**src/rtl/byte_pair_demux_pkg.sv**
```systemverilog
// Shared FSM encodings, select constants and word assembly helper for the
// byte pair demultiplexer.
package byte_pair_demux_pkg;

  typedef enum logic [1:0] {
    IDLE = 2'd0,
    HALF = 2'd1,
    HOLD = 2'd2
  } state_t;

  localparam logic SEL_LOW  = 1'b0;
  localparam logic SEL_HIGH = 1'b1;

  // Places the two captured bytes into {high, low} according to arrival order.
  function automatic logic [15:0] assemble_word(input logic       low_first,
                                                input logic [7:0] first_byte,
                                                input logic [7:0] second_byte);
    return low_first ? {second_byte, first_byte} : {first_byte, second_byte};
  endfunction

endpackage

```
**src/rtl/byte_pair_demux_if.sv**
```systemverilog
// Byte bus, word handshake and error-flag signals of the byte pair demux.
// master = bus/consumer side, slave = demux side.
interface byte_pair_demux_if;
  logic [7:0]  data_in;
  logic        select;
  logic        out_control;
  logic        strobe;
  logic [15:0] word_out;
  logic        word_valid;
  logic        word_ready;
  logic        overrun;
  logic        seq_error;
  logic        clear_err;

  modport master (
    output data_in, select, out_control, strobe, word_ready, clear_err,
    input  word_out, word_valid, overrun, seq_error
  );

  modport slave (
    input  data_in, select, out_control, strobe, word_ready, clear_err,
    output word_out, word_valid, overrun, seq_error
  );
endinterface

```
**src/rtl/strobe_edge_detect.sv**
```systemverilog
// Single-cycle rising-edge pulse from a synchronous strobe level. A level
// already high when reset releases must fall once before an edge is accepted.
module strobe_edge_detect (
  input  logic clk,
  input  logic reset_n,
  input  logic level,
  output logic rise
);

  logic level_q;
  logic armed;

  always_ff @(posedge clk or negedge reset_n) begin
    if (!reset_n) begin
      level_q <= 1'b0;
      armed   <= 1'b0;
    end else begin
      level_q <= level;
      if (!level) armed <= 1'b1;
    end
  end

  assign rise = level & ~level_q & armed;

endmodule

```
**src/rtl/byte_pair_demux.sv**
```systemverilog
// Reassembles 16-bit words from two strobed bytes on a muxed 8-bit bus,
// holding each word until the consumer handshakes it.
module byte_pair_demux
  import byte_pair_demux_pkg::*;
#(
  parameter bit LOW_FIRST = 1'b1
) (
  input logic             clk,
  input logic             reset_n,
  byte_pair_demux_if.slave bus
);

  localparam logic FIRST_SEL  = LOW_FIRST ? SEL_LOW : SEL_HIGH;
  localparam logic SECOND_SEL = ~FIRST_SEL;

  state_t      state;
  logic [7:0]  first_byte;
  logic [15:0] word_r;
  logic        valid_r;
  logic        overrun_r;
  logic        seq_error_r;
  logic        strobe_rise;
  logic        capture;
  logic        is_first;

  strobe_edge_detect u_edge (
    .clk     (clk),
    .reset_n (reset_n),
    .level   (bus.strobe),
    .rise    (strobe_rise)
  );

  assign capture  = strobe_rise & ~bus.out_control;
  assign is_first = (bus.select == FIRST_SEL);

  // Flag sets are written after clear_err so a coincident event keeps the flag.
  always_ff @(posedge clk or negedge reset_n) begin
    if (!reset_n) begin
      state       <= IDLE;
      first_byte  <= 8'h00;
      word_r      <= 16'h0000;
      valid_r     <= 1'b0;
      overrun_r   <= 1'b0;
      seq_error_r <= 1'b0;
    end else begin
      if (bus.clear_err) begin
        overrun_r   <= 1'b0;
        seq_error_r <= 1'b0;
      end
      case (state)
        IDLE: begin
          if (capture) begin
            if (is_first) begin
              first_byte <= bus.data_in;
              state      <= HALF;
            end else begin
              seq_error_r <= 1'b1;
            end
          end
        end
        HALF: begin
          if (capture) begin
            if (bus.select == SECOND_SEL) begin
              word_r  <= assemble_word(LOW_FIRST, first_byte, bus.data_in);
              valid_r <= 1'b1;
              state   <= HOLD;
            end else begin
              seq_error_r <= 1'b1;
              first_byte  <= bus.data_in;
            end
          end
        end
        HOLD: begin
          if (bus.word_ready) begin
            valid_r <= 1'b0;
            state   <= IDLE;
            if (capture) begin
              if (is_first) begin
                first_byte <= bus.data_in;
                state      <= HALF;
              end else begin
                seq_error_r <= 1'b1;
              end
            end
          end else if (capture) begin
            overrun_r <= 1'b1;
          end
        end
        default: begin
          valid_r <= 1'b0;
          state   <= IDLE;
        end
      endcase
    end
  end

  assign bus.word_out   = word_r;
  assign bus.word_valid = valid_r;
  assign bus.overrun    = overrun_r;
  assign bus.seq_error  = seq_error_r;

endmodule

```
**src/flat_wrapper.sv**
```systemverilog
// flat-port wrapper written by rule: the top's interface ports become plain ports
module byte_pair_demux_flat import byte_pair_demux_pkg::*;
#(
  parameter bit LOW_FIRST = 1'b1
)
  (clk, reset_n, bus_data_in, bus_select, bus_out_control, bus_strobe, bus_word_ready, bus_clear_err, bus_word_out, bus_word_valid, bus_overrun, bus_seq_error);
  byte_pair_demux_if bus_i ();
  input logic clk;
  input logic reset_n;
  input wire logic [$bits(bus_i.data_in)-1:0] bus_data_in;
  input wire logic [$bits(bus_i.select)-1:0] bus_select;
  input wire logic [$bits(bus_i.out_control)-1:0] bus_out_control;
  input wire logic [$bits(bus_i.strobe)-1:0] bus_strobe;
  input wire logic [$bits(bus_i.word_ready)-1:0] bus_word_ready;
  input wire logic [$bits(bus_i.clear_err)-1:0] bus_clear_err;
  output wire logic [$bits(bus_i.word_out)-1:0] bus_word_out;
  output wire logic [$bits(bus_i.word_valid)-1:0] bus_word_valid;
  output wire logic [$bits(bus_i.overrun)-1:0] bus_overrun;
  output wire logic [$bits(bus_i.seq_error)-1:0] bus_seq_error;
  assign bus_i.data_in = bus_data_in;
  assign bus_i.select = bus_select;
  assign bus_i.out_control = bus_out_control;
  assign bus_i.strobe = bus_strobe;
  assign bus_i.word_ready = bus_word_ready;
  assign bus_i.clear_err = bus_clear_err;
  assign bus_word_out = bus_i.word_out;
  assign bus_word_valid = bus_i.word_valid;
  assign bus_overrun = bus_i.overrun;
  assign bus_seq_error = bus_i.seq_error;
  byte_pair_demux #(.LOW_FIRST(LOW_FIRST)) u_core (.clk(clk), .reset_n(reset_n), .bus(bus_i));
endmodule
```
**config.mk**
```make
export PLATFORM = sky130hd
export DESIGN_NAME = byte_pair_demux_flat
export DESIGN_NICKNAME = d
export VERILOG_FILES = /design/src/rtl/byte_pair_demux_pkg.sv /design/src/rtl/byte_pair_demux_if.sv /design/src/rtl/strobe_edge_detect.sv /design/src/rtl/byte_pair_demux.sv /design/src/flat_wrapper.sv
export SDC_FILE = /design/constraint.sdc
export NUM_CORES = 1
export LEC_CHECK = 0
export CELL_PAD_IN_SITES_DETAIL_PLACEMENT = 1
export CELL_PAD_IN_SITES_GLOBAL_PLACEMENT = 1
export CORE_MARGIN = 2
export CORE_UTILIZATION = 35
export DETAILED_ROUTE_END_ITERATION = 6
export PLACE_DENSITY_LB_ADDON = 0.12
export REMOVE_ABC_BUFFERS = 1
export SYNTH_ARGS = -nofsm -noshare
export SYNTH_HDL_FRONTEND = slang
export SYNTH_SLANG_ARGS = --single-unit
```
**constraint.sdc**
```tcl
create_clock -name clk -period 5.08 [get_ports clk]
set_input_delay 1.016 -clock clk [delete_from_list [all_inputs] [get_ports clk]]
set_output_delay 1.016 -clock clk [all_outputs]
set_load 0.05 [all_outputs]
```
-- Word-level counts from Yosys, hierarchy flattened
Cells that the tools add are included.
Widths: inputs -> output; s select.
- ROM bits: 0
- latch bits: 0
- memory bits (writable): 0
- memories: 0
- logic and storage cells: 55
- output and inout port bits: 19
- bits in registers: 31
- bits of input ports: 15
- multipliers: 0
- bitwise logic cells: 6
- muxes and demuxes: 27
- add/subtract/negate cells: 0
- eq/ne operators: 7
- shift operators: 0
- divide/modulo/power cells: 0
- reductions and logical operators: 7
- magnitude comparators: 0
- operator list (kind ; count):
    $mux 8 ; 3
    $pmux 8 s2 ; 1
    $mux 1 ; 14
    $mux 2 ; 6
    $ne 2x2->1 const B ; 3
    $pmux 1 s3 ; 2
    $pmux 2 s3 ; 1
    $reduce_and 5->1 ; 1
    $ne 2x1->1 const B ; 2
    $reduce_and 4->1 ; 1
    $and 1x1->1 ; 3
    $not 1->1 ; 3
    $reduce_and 3->1 ; 1
    $eq 2x1->1 const B ; 1
    $eq 2x2->1 const B ; 1
    $logic_not 2->1 ; 1
    $reduce_and 2->1 ; 1
    $reduce_bool 2->1 ; 1
    $reduce_or 2->1 ; 1

-- Longest topological paths before layout
Gate-level depths: netlist of the first run.
- depth after elaboration: 7
- depth in mapped cells: 5
- gate-level depth less buffers: 3

-- Cells and area by module
From an unflattened synthesis of the first run, not the netlist that was laid out.
- cells, all modules: 80
- area, all modules: 1236.2 sq um
- by module, submodules not included (module ; times used ; cells an instance ; area an instance (sq um)):
    byte_pair_demux ; 1 ; 76 ; 1171.1
    strobe_edge_detect ; 1 ; 4 ; 65.1

-- Worst setup path before layout of the first run
No wires, ideal clock.
- path type: input port to flip-flop
- start point: input port bus_out_control
- end point: register u_core.word_r[0] (netlist: u_core.bus.word_out[0])
- arrival: 2193 ps
- stages: 5
- data required time: 4955 ps
- setup slack: 2762 ps
- path through: nand4bb_1 > buf_6 > nor3_4 > buf_12 > mux2_4
- word-level cells in the longest chain between the ends: 3
- ends and longest elaborated chain (element ; RTL line ; text):
    from (decl) ; flat_wrapper.sv:12 ; input wire logic [$bits(bus_i.out_control)-1:0] bus_out_control;
    $not 1->1 ; byte_pair_demux.sv:33 ; assign capture = strobe_rise & ~bus.out_control;
    $and 1x1->1 ; byte_pair_demux.sv:33 ;
    $reduce_and 3->1 (no source line) ; -- ;
    to (signal assigned) ; byte_pair_demux.sv:64 ; word_r <= assemble_word(LOW_FIRST, first_byte, bus.data_in);
    to (decl) ; byte_pair_demux.sv:18 ; logic [15:0] word_r;
No other way between the ends.
A chain may end at the register's enable or synchronous reset.

-- Final worst setup path of the first run
- start point: input port bus_strobe
- end point: register u_core.word_r[10] (netlist: u_core.bus.word_out[10])
- word-level cells in the longest chain between the ends: 4
- ends and longest elaborated chain (element ; RTL line ; text):
    from (decl) ; flat_wrapper.sv:13 ; input wire logic [$bits(bus_i.strobe)-1:0] bus_strobe;
    $and 1x1->1 (2 in series) ; strobe_edge_detect.sv:23 ; assign rise = level & ~level_q & armed;
    $and 1x1->1 ; byte_pair_demux.sv:33 ;
    $reduce_and 3->1 (no source line) ; -- ;
No other way between the ends.

==> flow_summary.yaml, run 1 <==
synthesis:
  ys_top_cells_by_area: "dfrtp_1 61%, mux2_2 14%, mux2_4 9.5%, a211oi_4 1.6%, buf_12 1.6%"
  synth.distinct_cells: 20
  yosysTopAreaCellShare_pct: 61.4
  synth.avg_cell_area_um2: 16.2
  ys_ff_latch: 31
  yosysWarnings: 0
  yosys.area.top_type: "dfrtp_1"
  synth_area_um2: 1260
  seq_area_frac_synth_pct: 61.4
  syn_inst: 78
critical_path:
  cp_slowest_cell: "nor3_4"
  cpPeakStageDelay_ps: 930
  rr_endpoint: "u_core.bus.word_out[10]$_DFFE_PN0P_"
  reg2reg_depth: 3
  critPathKind: "input port to register"
  cp.required_ps: 5300
  crit_chain: "clkdlybuf4s50_1 -> nand4bb_1 -> nor3_4 -> mux2_2"
  r2r_setup_slack_ps: 2820
  cp_max_fo: 18
  end_kind: "register"
  crit_path_start: "bus_strobe"
  reg2reg_from: "u_core.u_edge.level_q$_DFF_PN0_"
  start_kind: "input port"
  cp.arrival_ps: 3230
  endpoint: "u_core.bus.word_out[10]$_DFFE_PN0P_"
die:
  start_util_pct: 37.2
  die_x_um: 64.1
  die_h_um: 64.1
  rows: 21
  ios: 34
  die-area_um2: 4100
  coreArea_um2: 3390
finish:
  diodes: 0
  regArea_um2: 776
  drive_above_1_share_pct: 29.1
  fill_cells: 342
  design_area_um2: 1690
  multi_input_area_um2: 440
  mostFrequentLayoutCells: "33 x clkdlybuf4s50_1, 31 x dfrtp_1, 16 x mux2_2"
  syn2layout_area_growth_pct: 34.0
  final_common_cell: "clkdlybuf4s50_1"
  final_nets: 131
run:
  maxCapViolCount: 0
clocking:
  cts.repair.resized: 0
  cts_root_buffer: "clkbuf_4"
  cts_setup_buffers: 0
  clk_latency_ps: 330
  cts_hold_buf: 0
  cts_tree: "yes"
  cts_sinks: 31
  htreeDepth: 2
  cts_buffers: 5
  path_clk_slew_ps: 100
  cts_max_path_buffers: 2
sta:
  worst_slew_pin_slew_ps: 995
  relSlewSlack_pct: 33.4
  finalCritPeriodShare_pct: 59.3
  fin_setup_tns_ps: 0
  period_needed_ps: 3010
  finalClockSkew_ps: 11.1
  finalMaxSlewViolations: 0
  hold_viol: 0
  rsz0062_at_grt: "no"
  clock.fmax_mhz: 332
  setup_viol: 0
grt:
  grt_pass1_vias: 860
  grt_pass1_wl_um: 4170
  antenna_found_initial: 0
  grt_overflow_total: 0
  grt_use_total_pct: 13.9
  grt_max_degree: 32
power_and_ir_drop:
  p_leak_nw: 0.728
  p_per_area_nw_per_um2: 598
  peakVddDrop_uv: 242
detailed_routing:
  wl_per_cell_um: 14.7
  route.detailed.drc: 0
  via_per_inst: 4.82
  ant_nets: 0
  drtIter0Drc: 15
  first_pass_iters: 2
  route.vias.total: 785
  wl_um: 2400
placed_design:
  dpl_cell_area_um2: 1620
  place_hpwl_um: 1600
  gp_congestion: 0.713
  port_buffers: 33
min_path:
  min_path_type: "register to register"
outcome:
  outcome: "finished clean"
==> cell type report <==
class | count | share of cell area (%)
inverter | 3 | 0.666
timing repair buffer | 34 | 20.0
tap | 46 | 3.40
clock buffer | 8 | 4.07
sequential | 31 | 45.9
multi-input combinational | 41 | 26.0
==> worst min path at each step <==
stage                                              to  depth (start not counted)                         startpoint  slack [ps]
floorplan             u_core.u_edge.armed$_DFFE_PN0N_                          1    u_core.u_edge.armed$_DFFE_PN0N_         430
global placement      u_core.u_edge.armed$_DFFE_PN0N_                          1    u_core.u_edge.armed$_DFFE_PN0N_         450
detailed placement    u_core.u_edge.armed$_DFFE_PN0N_                          1    u_core.u_edge.armed$_DFFE_PN0N_         470
CTS                   u_core.u_edge.armed$_DFFE_PN0N_                          1    u_core.u_edge.armed$_DFFE_PN0N_         490
global route        u_core.bus.word_valid$_DFFE_PN0P_                          1  u_core.bus.word_valid$_DFFE_PN0P_         520
finish                u_core.u_edge.armed$_DFFE_PN0N_                          1    u_core.u_edge.armed$_DFFE_PN0N_         480
==> sequential cells by signal, indices dropped and copies added (netlist names) <==
signal,count
u_core.bus.word_out,16
u_core.bus.seq_error,1
u_core.first_byte,8
u_core.bus.word_valid,1
u_core.u_edge.armed,1
u_core.u_edge.level_q,1
u_core.state,2
u_core.bus.overrun,1
==> stage by stage <==
stage	std cells	worst slack, ps	hold slack, ps	power (mW)	utilization [%]
final	163	2070	483	1.01	49.9
after global routing	163	1880	523	1.07	49.9
after CTS	163	2020	489	1.03	49.9
after detailed placement	155	1670	465	0.856	47.9
after global placement	155	1720	450	0.849	47.9
after floorplan	75	2410	435	0.691	-
==> metal layers <==
metal	GRT usage, %	wire (um)
met1	16.5	1060
met2	20.6	1120
met3	6.16	154
met4	8.15	63
met5	0	0
==> synth_stat cells <==
cell / count
nor2_1: 1
clkbuf_1: 1
xnor2_1: 1
buf_6: 1
o22a_1: 1
nor3_4: 1
mux2_2: 16
o22ai_1: 2
a21o_1: 2
buf_12: 1
inv_1: 3
mux2_4: 8
o32ai_1: 1
a211oi_4: 1
nand2_1: 2
mux2i_1: 1
o21ai_0: 1
nand2b_1: 2
nand4bb_1: 1
dfrtp_1: 31
==> logic make-up (layout without fill, tap and decap cells) <==
| kind of cell | count (synthesis) | after routing | share of synthesized area [%] |
|---|---|---|---|
| flip-flops | 31 | 31 | 61.4 |
| buffers and inverters | 6 | 45 | 3.67 |
| multiplexers | 25 | 25 | 24.6 |
| AO/OA/AOI/OAI | 8 | 8 | 5.55 |
| AND/OR/NAND/NOR | 7 | 7 | 4.06 |
| XOR/XNOR | 1 | 1 | 0.694 |
==> power breakdown <==
| group | internal, mW | switching (mW) |
|---|---|---|
| sequential | 0.326 | 0.0464 |
| clock | 0.0814 | 0.0820 |
| combinational | 0.191 | 0.285 |
| total | 0.598 | 0.413 |
==> critical path, delay by kind of cell <==
| family | cells | cell delay [ps] |
|---|---|---|
| mux | 1 | 410 |
| simple gates | 2 | 1290 |
| buf+inv | 1 | 510 |
Power figures use the tool's default switching activity.
==> inputs of run 2 (changes only) <==
Clock period 5.08 ns to 2.87 ns, I/O delays scaled along.
==> flow_summary.yaml, run 2 (same netlist as run 1, synthesis figures left out) <==
finish:
  regArea_um2: 776
  final_nets: 133
  largest_reg_flops: 16
  diodes: 0
  drive_above_1_share_pct: 30.3
  design_area_um2: 1710
  fill_cells: 352
  syn2layout_area_growth_pct: 35.2
  multi_input_area_um2: 440
  mostFrequentLayoutCells: "33 x clkdlybuf4s50_1, 31 x dfrtp_1, 16 x mux2_2"
  stdcell_count: 165
  final_common_cell: "clkdlybuf4s50_1"
critical_path:
  cp_slowest_cell: "a211oi_4"
  end_kind: "register"
  cp.required_ps: 3080
  crit_path_start: "bus_strobe"
  reg2reg_from: "u_core.u_edge.level_q$_DFF_PN0_"
  crit_buf_inv: 1
  critPathKind: "input port to register"
  crit_family: "compound AO/OA/AOI/OAI gates"
  cp.arrival_ps: 2410
  start_kind: "input port"
  cpPeakStageDelay_ps: 580
  crit_chain: "clkdlybuf4s50_1 -> nand4bb_1 -> a211oi_4 -> mux2_2"
  cp_max_fo: 8
clocking:
  clk_latency_ps: 320
  cts_root_buffer: "clkbuf_4"
  cts_buffers: 5
  path_clk_slew_ps: 90
  cts.repair.resized: 0
  cts_setup_buffers: 0
  cts_tree: "yes"
  htreeDepth: 2
  cts_max_path_buffers: 2
  cts_sinks: 31
  cts_hold_buf: 0
grt:
  antenna_found_initial: 0
  grt_max_degree: 32
  grt_pass1_wl_um: 4240
  grt_use_total_pct: 13.9
  grt_pass1_vias: 896
  grt_overflow_total: 0
sta:
  rsz0062_at_grt: "no"
  hold_viol: 0
  finalMaxSlewViolations: 0
  relSlewSlack_pct: 66.2
  finalCritPeriodShare_pct: 76.5
  setup_viol: 0
  fin_setup_tns_ps: 0
  period_needed_ps: 2200
  worst_slew_pin_slew_ps: 505
  clock.fmax_mhz: 455
  finalClockSkew_ps: 6.27
die:
  coreArea_um2: 3390
  start_util_pct: 37.2
  die_x_um: 64.1
  die_h_um: 64.1
  ios: 34
  die-area_um2: 4100
  rows: 21
placed_design:
  port_buffers: 33
  place_hpwl_um: 1720
  dpl.cell_count: 157
  dpl_cell_area_um2: 1640
  gp_congestion: 0.719
power_and_ir_drop:
  power_mw: 1.79
  peakVddDrop_uv: 564
  p_leak_nw: 0.739
  p_per_area_nw_per_um2: 1050
detailed_routing:
  wl_per_cell_um: 14.3
  wl_um: 2360
  via_per_inst: 4.56
  highest_layer: "met4"
  met3WireLength_um: 123
  route.vias.total: 753
  route.detailed.drc: 0
  ant_nets: 0
  wl_met1_um: 1040
  wl_met2_um: 1120
  first_pass_iters: 3
  drtIter0Drc: 40
outcome:
  outcome: "finished clean"
min_path:
  holdCritStartpoint: "u_core.u_edge.armed$_DFFE_PN0N_"
  min_path_type: "register to register"
run:
  maxCapViolCount: 0
[run 2: changes by cell type in the layout (fill, tap and decap cells not counted), sizes merged]
cell | previous run | this run
buf | 1 | 3
[run 2: where the power goes]
group	internal [mW]	switching (mW)	total [mW]
Sequential	0.577	0.0800	0.657
Clock	0.144	0.141	0.285
Combinational	0.339	0.506	0.845
[run 2: final cells by class]
class / instances / area share, %
flip-flops and latches: 31 / 45.5
inverters: 3 / 0.660
repair buffers: 36 / 20.7
multi-input cells: 41 / 25.8
well taps: 46 / 3.37
clock buffers: 8 / 4.03
[run 2: final timing paths]
path / endpoint / slack, ps / cells past startpoint
worst max-delay path: u_core.first_byte[1]$_DFFE_PN0P_ / 670 / 4
worst min-delay path: u_core.u_edge.armed$_DFFE_PN0N_ / 480 / 1
worst max register to register: u_core.first_byte[1]$_DFFE_PN0P_ / 1000 / 3
worst min register to register: u_core.u_edge.armed$_DFFE_PN0N_ / 480 / 1
max in group asynchronous: u_core.bus.word_out[0]$_DFFE_PN0P_ / 1950 / 2
min in group asynchronous: u_core.bus.word_out[14]$_DFFE_PN0P_ / 630 / 2
[run 2: metrics by stage]
step / hold WS, ps / setup WS (ps) / utilization, %
after floorplan: 278 / 646 / -
after global placement: 450 / 354 / 48.3
after detailed placement: 461 / 270 / 48.3
after CTS: 488 / 640 / 50.4
after global routing: 522 / 556 / 50.4
final: 484 / 674 / 50.4
[run 2: per-layer routing]
metal | vias up | GRT usage (%)
li1 | 353 | -
met3 | 7 | 4.40
met4 | 0 | 8.97
met2 | 22 | 21.2
met5 | - | 0
met1 | 371 | 16.9
